--- src/rtl/ct_ifu_tage_array_ctrl.sv ---
// TAGE prediction table SRAM controller: zero-init sweep, read/update arbitration
// with a 2-entry update queue and bounded write starvation; all SRAM pins registered.
module ct_ifu_tage_array_ctrl #(
    parameter int DEPTH      = 1024,
    parameter int INDEX_W    = 10,
    parameter int DATA_W     = 64,
    parameter int STARVE_MAX = 4
) (
    input  logic               forever_cpuclk,
    input  logic               cpurst,
    input  logic               ifu_tage_inv,
    input  logic               pred_rd_vld,
    input  logic [INDEX_W-1:0] pred_rd_index,
    output logic               pred_rd_ready,
    output logic               pred_rd_data_vld,
    output logic [DATA_W-1:0]  pred_rd_data,
    input  logic               upd_vld,
    input  logic [INDEX_W-1:0] upd_index,
    input  logic [DATA_W-1:0]  upd_data,
    input  logic [DATA_W-1:0]  upd_mask,
    output logic               upd_ready,
    output logic               tage_init_done,
    input  logic [DATA_W-1:0]  tage_pre_data_out,
    output logic               tage_pred_array_clk_en,
    output logic               tage_pred_array_cen_b,
    output logic               tage_pred_array_gwen,
    output logic [INDEX_W-1:0] tage_pred_array_index,
    output logic [DATA_W-1:0]  tage_pred_array_din,
    output logic [DATA_W-1:0]  tage_pred_bwen
);

    localparam int STARVE_W = $clog2(STARVE_MAX + 1);

    typedef enum logic {INIT, RUN} state_t;

    state_t              state;
    logic [INDEX_W-1:0]  init_cnt;
    logic [STARVE_W-1:0] starve;

    logic [INDEX_W-1:0]  q_index [2];
    logic [DATA_W-1:0]   q_data  [2];
    logic [DATA_W-1:0]   q_mask  [2];
    logic                wr_ptr;
    logic                rd_ptr;
    logic [1:0]          q_count;

    logic rd_pipe;
    logic run, q_empty, q_full, force_wr, rd_issue, wr_issue, init_issue, push;

    always_comb begin
        run           = (state == RUN) && !ifu_tage_inv;
        q_empty       = (q_count == 2'd0);
        q_full        = (q_count == 2'd2);
        force_wr      = run && !q_empty && (starve == STARVE_W'(STARVE_MAX));
        pred_rd_ready = run && !force_wr;
        upd_ready     = run && !q_full;
        rd_issue      = pred_rd_ready && pred_rd_vld;
        wr_issue      = force_wr || (run && !pred_rd_vld && !q_empty);
        init_issue    = (state == INIT) && !ifu_tage_inv;
        push          = upd_vld && upd_ready;
    end

    assign pred_rd_data = tage_pre_data_out;

    // FSM, sweep counter and the registered SRAM pins
    always_ff @(posedge forever_cpuclk or posedge cpurst) begin
        if (cpurst) begin
            state                  <= INIT;
            init_cnt               <= '0;
            tage_init_done         <= 1'b0;
            tage_pred_array_clk_en <= 1'b0;
            tage_pred_array_cen_b  <= 1'b1;
            tage_pred_array_gwen   <= 1'b1;
            tage_pred_array_index  <= '0;
            tage_pred_array_din    <= '0;
            tage_pred_bwen         <= '1;
        end else begin
            if (ifu_tage_inv) begin
                state          <= INIT;
                init_cnt       <= '0;
                tage_init_done <= 1'b0;
            end else if (state == INIT) begin
                init_cnt <= init_cnt + INDEX_W'(1);
                if (init_cnt == INDEX_W'(DEPTH - 1)) begin
                    state          <= RUN;
                    tage_init_done <= 1'b1;
                end
            end

            if (init_issue) begin
                tage_pred_array_clk_en <= 1'b1;
                tage_pred_array_cen_b  <= 1'b0;
                tage_pred_array_gwen   <= 1'b0;
                tage_pred_array_index  <= init_cnt;
                tage_pred_array_din    <= '0;
                tage_pred_bwen         <= '0;
            end else if (rd_issue) begin
                tage_pred_array_clk_en <= 1'b1;
                tage_pred_array_cen_b  <= 1'b0;
                tage_pred_array_gwen   <= 1'b1;
                tage_pred_array_index  <= pred_rd_index;
                tage_pred_bwen         <= '1;
            end else if (wr_issue) begin
                tage_pred_array_clk_en <= 1'b1;
                tage_pred_array_cen_b  <= 1'b0;
                tage_pred_array_gwen   <= 1'b0;
                tage_pred_array_index  <= q_index[rd_ptr];
                tage_pred_array_din    <= q_data[rd_ptr];
                tage_pred_bwen         <= ~q_mask[rd_ptr];
            end else begin
                tage_pred_array_clk_en <= 1'b0;
                tage_pred_array_cen_b  <= 1'b1;
                tage_pred_array_gwen   <= 1'b1;
                tage_pred_bwen         <= '1;
            end
        end
    end

    // Queue pointers, occupancy and starvation tracking
    always_ff @(posedge forever_cpuclk or posedge cpurst) begin
        if (cpurst) begin
            wr_ptr  <= 1'b0;
            rd_ptr  <= 1'b0;
            q_count <= 2'd0;
            starve  <= '0;
        end else if (ifu_tage_inv) begin
            wr_ptr  <= 1'b0;
            rd_ptr  <= 1'b0;
            q_count <= 2'd0;
            starve  <= '0;
        end else begin
            if (push)
                wr_ptr <= ~wr_ptr;
            if (wr_issue)
                rd_ptr <= ~rd_ptr;
            case ({push, wr_issue})
                2'b10:   q_count <= q_count + 2'd1;
                2'b01:   q_count <= q_count - 2'd1;
                default: q_count <= q_count;
            endcase
            if (wr_issue || q_empty)
                starve <= '0;
            else if (starve != STARVE_W'(STARVE_MAX))
                starve <= starve + STARVE_W'(1);
        end
    end

    always_ff @(posedge forever_cpuclk) begin
        if (push) begin
            q_index[wr_ptr] <= upd_index;
            q_data[wr_ptr]  <= upd_data;
            q_mask[wr_ptr]  <= upd_mask;
        end
    end

    // Reads issued before an invalidate still return their data
    always_ff @(posedge forever_cpuclk or posedge cpurst) begin
        if (cpurst) begin
            rd_pipe          <= 1'b0;
            pred_rd_data_vld <= 1'b0;
        end else begin
            rd_pipe          <= rd_issue;
            pred_rd_data_vld <= rd_pipe;
        end
    end

endmodule

--- config.mk ---
export PLATFORM = sky130hd
export DESIGN_NAME = ct_ifu_tage_array_ctrl
export DESIGN_NICKNAME = d
export VERILOG_FILES = /design/src/rtl/ct_ifu_tage_array_ctrl.sv
export SDC_FILE = /design/constraint.sdc
export NUM_CORES = 1
export LEC_CHECK = 0
export BUFFER_PORTS_ARGS = -buffer_cell sky130_fd_sc_hd__buf_2
export CAP_MARGIN = 30
export CORE_MARGIN = 4
export CORE_UTILIZATION = 53
export DETAILED_ROUTE_END_ITERATION = 12
export HOLD_SLACK_MARGIN = 0.1
export PLACE_DENSITY_LB_ADDON = 0.08
export SYNTH_ARGS = -nofsm -noshare
export SYNTH_HDL_FRONTEND = slang
export SYNTH_SLANG_ARGS = --single-unit
--- constraint.sdc ---
create_clock -name forever_cpuclk -period 7.3 [get_ports forever_cpuclk]
set_input_delay 1.46 -clock forever_cpuclk [delete_from_list [all_inputs] [get_ports forever_cpuclk]]
set_output_delay 1.46 -clock forever_cpuclk [all_outputs]
set_load 0.05 [all_outputs]
# == After elaboration in Yosys (flattened, before gate mapping) ==
# Memory sizes are Yosys's and may differ from the RTL's.
# Cells that the tools add are included.
# W data, S select, Z words.
# word_totals
register_bits,162
ramBits,276
input_bits,217
out_inout_bits,209
word_cells,97
n_memories,3
# classes
n_addsub,4
n_eq_ne,8
muxes,36
bitwise_logic,4
n_reduce_logical,27
# memory_table
memory,depth,word_bits,rd,rd_clocked_by_memory_dff,wr,line_no,rtl
q_data,2,64,1,0,1,41,logic [DATA_W-1:0] q_data [2];
q_mask,2,64,1,0,1,42,logic [DATA_W-1:0] q_mask [2];
q_index,2,10,1,0,1,40,logic [INDEX_W-1:0] q_index [2];
# ops
cell,n
$mux W64,6
$not A64 Y64,1
$mux W10,5
$mux W1,20
$add A10 B1 Y10 const B,1
$eq A10 B10 Y1 const B,1
$logic_and A1 B1 Y1,10
$mux W3,3
$reduce_bool A3 Y1,3
$reduce_bool A2 Y1,4
$logic_not A1 Y1,5
$eq A2 B2 Y1 const B,2
$pmux W2 S2,1
$reduce_and A2 Y1,2
$add A3 B1 Y3 const B,1
$eq A3 B3 Y1 const B,1
$ne A3 B3 Y1 const B,1
$not A1 Y1,3
$add A2 B1 Y2 const B,1
$eq A2 B1 Y1 const B,1
$logic_not A2 Y1,1
$logic_or A1 B1 Y1,2
$mux W2,1
$ne A2 B1 Y1 const B,1
2 further kinds,2

# == Depth between registers and ports, before layout ==
# Gate-level depths: netlist of the first run.
# depth
word_depth,9
mapped_depth,7
depth_no_buf,5

# == Least setup slack after synthesis of the first run ==
# Ideal clock, no wire load.
# synth_path
path_kind,input port to flip-flop
start,input ifu_tage_inv
end,memory q_data[1][0] (enable)
setup_time_ps,515
t_arrival_ps,5723
required_ps,6785
slack_ps,1062
stages,3
n_path_buf,0
cell_sequence,nand2b_1 nor2_1 and3_1
# synth_via
elab_chain_cells,6
# synth_rtl
element,line_no,rtl
from (decl),11,"input logic ifu_tage_inv,"
$logic_not A1 Y1,51,run = (state == RUN) && !ifu_tage_inv;
$logic_and A1 B1 Y1,51,
$logic_and A1 B1 Y1,56,upd_ready = run && !q_full;
named net upd_ready,21,"output logic upd_ready,"
$logic_and A1 B1 Y1,60,push = upd_vld && upd_ready;
$mux W1,149,if (push) begin
$mux W1 (implied by the code),151,q_data[wr_ptr] <= upd_data;
to (decl),41,
# The timed path passes the listed nets, and every way through them passes these cells.

# == Worst setup path after layout of the first run ==
# layout_path
start,input ifu_tage_inv
end,output upd_ready
# layout_via
elab_chain_cells,3
# layout_rtl
element,line_no
$logic_not A1 Y1,51
$logic_and A1 B1 Y1,51
$logic_and A1 B1 Y1,56
to (decl),21
# Every way passes these cells.

==> reports/metrics.yaml, run 1 <==
status: "complete, no violations"
endpoint_kind: "output pin"
grt_usage: 0.2142
pin_count: 426
synth.avg_cell_area_sq_um: 16.12
cts.sinks: 438
postCtsSetupBuffers: 0
p_per_area_nw_per_um2: 262.4
ant_nets: 0
portBuffers: 297
cap_violations: 0
period_needed_ps: 3983
cts-buffers-inserted: 45
clockBufferDepth: 3
maxSlewViolCount: 0
synthCells: 1054
hpwlAfterDp_microns: 23330
hold_class: "reg -> reg"
rows: 65
skew_ps: 22.81
yosysSeqAreaShare: 0.7312
p_leak_nw: 7.382
vias: 9753
rsz0062_at_grt: "no"
critical_path_arrival_ps: 2520
drt-vias-per-instance: 5.690
layout_commonest_cell: "buf_2"
hold_viol_final: 0
fin_tns_setup_ps: 0
async_flop_share: 0.3699
fmax_mhz: 251.1
post_cts_resized: 0
syn_nets: 1274
r2r_slack_ps: 4580
drt_iter0_drc: 549
fin_nets: 1489
routedWlPerCell_microns: 22.31
fin_crit_sh: 0.5456
ir_drop_v: 0.0002936
ys_ff_latch: 438
setup_viol: 0
crit_path_start_kind: "input port"
cts_root_buf: "clkbuf_16"
die_x_microns: 187.1
place_congestion: 0.7765
cp.required_ps: 5840
insertion_delay_ps: 540
final_cell_mix: "buf_2, edfxtp_1, dfrtp_1"
grt_overflow: 0
max_slew_margin: 0.3552
finalNonFillerCells: 1714
grt_pass1_wl_microns: 59330
wirelength_microns: 38230
synth_flop_cell: "edfxtp_1"
remaining_drc_errors: 0
ys.warnings.count: 0
dieHeight_microns: 187.1
tightest_slew_ps: 964.3
initial_core_util: 0.5385
num-fill-cells: 2351
dr.pass1.iters: 4
antenna_found_initial: 15
drive_gt1_frac: 0.4046
synth_edf_count: 276
syn_area_sq_um: 16990
cts_tree: "yes"
htreeDepth: 2
dieArea_sq_um: 34990
grt_start_max_net_pins: 101
core-area_sq_um: 31560
areaGrowthSynthToFinish_pct: 16.89
place_inst: 1624
grt_pass1_vias: 10270
critPathKind: "in -> out"
synth.distinct_cells: 52
clk_pin_slew_ps: 60
cts-hold-fix-buffers: 0
crit_path_max_fanout: 21
[layer usage]
layer  GRT usage  routed length (microns)
met1      0.2659                    14660
met4     0.08760                     1367
met3     0.06346                     2645
met2      0.3554                    19470
met5           0                       96
[Yosys cell counts (3+ instances only)]
cell	instances	area share
a211oi_1	64	0.028
a21oi_1	81	0.024
a311o_1	10	0.0059
a31oi_1	66	0.024
a41oi_2	8	0.0077
buf_1	4	0.00088
buf_2	37	0.011
buf_4	75	0.033
clkbuf_1	26	0.0057
dfrtp_1	96	0.14
dfstp_2	66	0.10
edfxtp_1	276	0.49
ha_1	3	0.0022
inv_1	9	0.0020
mux2_2	64	0.042
mux2i_1	76	0.045
nand2_1	4	0.00088
nand2b_1	11	0.0041
nand3_1	4	0.0012
nand4_1	11	0.0041
nor2_1	8	0.0018
nor2b_1	4	0.0015
nor4_1	3	0.0011
o21ai_0	4	0.0012
o31ai_1	3	0.0013
or3_1	3	0.0011
or4_1	3	0.0013
xor2_1	3	0.0015
[flip-flops by register name (all words and copies together) (netlist names), 2 cells and up]
name / flops
q_index: 20
starve: 3
q_data: 128
tage_pred_bwen: 64
tage_pred_array_index: 10
q_count: 2
init_cnt: 10
q_mask: 128
tage_pred_array_din: 64
[kinds of logic after synthesis]
group	after synthesis	share of synthesized area
flip-flops	438	0.7312
AO/OA/AOI/OAI	248	0.09890
buffers and inverters	154	0.05427
multiplexers	140	0.08719
AND/OR/NAND/NOR	66	0.02364
XOR/XNOR	5	0.002578
adder cells (fa/ha/maj)	3	0.002209
[stage by stage]
step | setup slack [ps] | hold slack (ps) | util | area, sq um | power (W)
final | 3317 | 378.8 | 0.6294 | 19860 | 0.005212
after global routing | 3242 | 383.4 | 0.6293 | 19860 | 0.005387
after CTS | 3309 | 376.3 | 0.6289 | 19840 | 0.005256
after detailed placement | 3310 | 364.2 | 0.5820 | 18370 | 0.002986
after global placement | 2877 | 338.3 | 0.5779 | 18240 | 0.002978
after floorplan | 1062 | 331.2 | - | 16990 | 0.002979
[final timing paths]
kind                                                       end               from  cells after the start
setup / recovery                                     upd_ready       ifu_tage_inv                      4
setup reg to reg                       q_mask[0][37]$_DFFE_PP_    state$_DFF_PP0_                      5
max in group asynchronous         tage_pred_bwen[37]$_DFF_PP1_             cpurst                      4
hold reg to reg                     pred_rd_data_vld$_DFF_PP0_  rd_pipe$_DFF_PP0_                      0
hold / removal                      pred_rd_data_vld$_DFF_PP0_  rd_pipe$_DFF_PP0_                      0
min in group asynchronous  tage_pred_array_din[57]$_DFFE_PP0P_             cpurst                      2
[power by group]
group | internal, W | switching [W] | leakage (nW)
logic | 0.0000639 | 0.000178 | 2.17
registers | 0.00268 | 0.0000117 | 4.49
clock network | 0.00136 | 0.000915 | 0.726
total | 0.00411 | 0.00111 | 7.38
[critical path, cell delays in order]
cell	delay [ps]
buf_2	250
nand2b_1	330
nor2_1	180
buf_2	290
[cell type report]
| class | count | area [sq um] | share of cell area |
|---|---|---|---|
| sequential | 438 | 12430 | 0.6257 |
| multi-input combinational | 462 | 3680 | 0.1853 |
| timing repair buffer | 313 | 1712 | 0.08618 |
| clock buffer | 58 | 1226 | 0.06174 |
| tap | 402 | 503.0 | 0.02532 |
| clock inverter | 25 | 251.5 | 0.01266 |
| inverter | 9 | 43.79 | 0.002205 |
| antenna | 7 | 17.52 | 0.0008819 |
(Power assumes the default switching activity.)
==> run 2: changes to the inputs <==
--- a/config.mk
+++ b/config.mk
@@ -8,7 +8,7 @@
 export BUFFER_PORTS_ARGS = -buffer_cell sky130_fd_sc_hd__buf_2
 export CAP_MARGIN = 30
 export CORE_MARGIN = 4
-export CORE_UTILIZATION = 53
+export CORE_UTILIZATION = 48
 export DETAILED_ROUTE_END_ITERATION = 12
 export HOLD_SLACK_MARGIN = 0.1
 export PLACE_DENSITY_LB_ADDON = 0.08
==> constraint.sdc (replaced) <==
create_clock -name forever_cpuclk -period 3.6 [get_ports forever_cpuclk]
set_input_delay 0.72 -clock forever_cpuclk [delete_from_list [all_inputs] [get_ports forever_cpuclk]]
set_output_delay 0.72 -clock forever_cpuclk [all_outputs]
set_load 0.05 [all_outputs]
==> reports/metrics.yaml, run 2 (synthesis gave the netlist of run 1 again) <==
r2r_start: "state$_DFF_PP0_"
fin_crit_sh: 0.8323
maxSlewViolCount: 0
num-fill-cells: 2770
cts.sinks: 438
cp.required_ps: 2880
cp_slowest_cell: "o211ai_2"
pin_count: 426
met1Wirelength_microns: 15650
crit_chain: "o211ai_2 -> and2_1 -> buf_2"
htreeDepth: 2
rows: 68
rsz0062_at_grt: "no"
hold_ws_ps: 303.0
fin_nets: 1496
cap_violations: 0
insertion_delay_ps: 540
cts-buffers-inserted: 45
p_seq_frac: 0.524
place_inst: 1684
core-area_sq_um: 34710
postCtsSetupBuffers: 0
clockBufferDepth: 3
cts-hold-fix-buffers: 0
total_power_w: 0.01042
crit_path_start_kind: "register"
dr.pass1.iters: 5
die_x_microns: 196.1
finalNonFillerCells: 1769
p_leak_nw: 7.398
r2r_slack_ps: 1240
setup_viol: 0
final_cell_mix: "buf_2, edfxtp_1, dfrtp_1"
switching_share: 0.2136
max_slew_margin: 0.3230
slowest_delay_ps: 780
critPathKind: "reg -> out"
switchingPower_w: 0.002227
drive_gt1_frac: 0.4093
pwr-share-comb: 0.048
dieArea_sq_um: 38470
cts_root_buf: "clkbuf_16"
top_layer: "met5"
place_congestion: 0.7696
antenna_found_initial: 14
vias: 9824
grt_pass1_vias: 10040
status: "complete, no violations"
dieHeight_microns: 196.1
grt_usage: 0.1980
remaining_drc_errors: 0
dr_wl_met3_microns: 3182
post_cts_resized: 0
period_needed_ps: 2996
hold_class: "in -> async"
tightest_slew_ps: 1015
drt_iter0_drc: 465
cts_tree: "yes"
clkPwrFrac: 0.428
skew_ps: 15.99
ff2ff_path_depth: 4
initial_core_util: 0.4895
wirelength_microns: 39070
fmax_mhz: 333.7
fin_tns_setup_ps: 0
ir_drop_v: 0.0004796
crit_path_max_fanout: 22
ant_nets: 0
r2r_end: "q_data[0][9]$_DFFE_PP_"
endpoint_kind: "output pin"
intPower_w: 0.008197
hpwlAfterDp_microns: 24230
largestRegisters: "q_data: 128 flops, q_mask: 128 flops"
grt_start_max_net_pins: 101
layout_commonest_cell: "buf_2"
grt_pass1_wl_microns: 59750
wl_met2_microns: 18880
hold_viol_final: 0
portBuffers: 297
routedWlPerCell_microns: 22.09
p_per_area_nw_per_um2: 521.3
clk_pin_slew_ps: 60
grt_overflow: 0
critical_path_arrival_ps: 2280
areaGrowthSynthToFinish_pct: 17.68
drt-vias-per-instance: 5.553
## run 2: cell count changes in the layout (fill, tap and decap cells not counted), moves of 2 or more
cell	previous run	this run
bufinv_16	5	2
clkbuf_1	9	15
clkbuf_8	3	6
clkinv_1	11	3
diode_2	7	2
clkinvlp_4	0	3
inv_6	3	0
buf_16	4	0
buf_4	10	8
buf_12	2	15
## run 2: through the flow
step,util,cell area [sq um],setup slack (ps)
floorplan,-,17000,83.47
detailed placement,0.5346,18560,1035
CTS,0.5759,19990,585.7
global placement,0.5346,18560,1034
finish,0.5760,20000,603.7
global route,0.5760,20000,462.4
## run 2: power by group through the flow
stage | sequential, W | clock [W] | combinational (W)
5_1_grt | 0.00546 | 0.00480 | 0.000540
3_5_place_dp | 0.00555 | 0 | 0.000510
6_report | 0.00546 | 0.00446 | 0.000503
2_1_floorplan | 0.00574 | 0 | 0.000304
3_3_place_gp | 0.00556 | 0 | 0.000504
4_1_cts | 0.00546 | 0.00457 | 0.000512
## run 2: final cells by class
cell class              instances  area [sq um]  share of cell area
inverters                       9         41.29            0.002065
flip-flops and latches        438         12430              0.6216
well taps                     455         569.3             0.02847
clock inverters                16         143.9            0.007196
clock buffers                  67          1290             0.06451
repair buffers                320          1847             0.09236
diodes                          2         5.005           0.0002503
multi-input cells             462          3671              0.1836
## run 2: worst max path at each step
stage	start	end	slack, ps	cells past startpoint
2_1_floorplan	ifu_tage_inv	q_data[0][0]$_DFFE_PP_	80	3
3_3_place_gp	ifu_tage_inv	q_mask[0][33]$_DFFE_PP_	1030	5
3_5_place_dp	ifu_tage_inv	q_mask[0][32]$_DFFE_PP_	1040	5
4_1_cts	q_count[1]$_DFFE_PP0P_	pred_rd_ready	590	3
5_1_grt	q_count[1]$_DFFE_PP0P_	pred_rd_ready	460	3
6_report	q_count[1]$_DFFE_PP0P_	pred_rd_ready	600	3
## run 2: per-layer routing
metal  up-vias  GRT usage
li1       4451          -
met1      4878     0.2582
met2       337     0.3142
met3       134    0.06560
met4        24    0.06930
met5         -          0
## run 2: critical path: cells and delay by family (launching register included)
kind,cells,cell delay (ps)
buffers and inverters,1,260
and+or+nand+nor,1,220
AOI/OAI and AO/OA,1,780
DFF,1,470
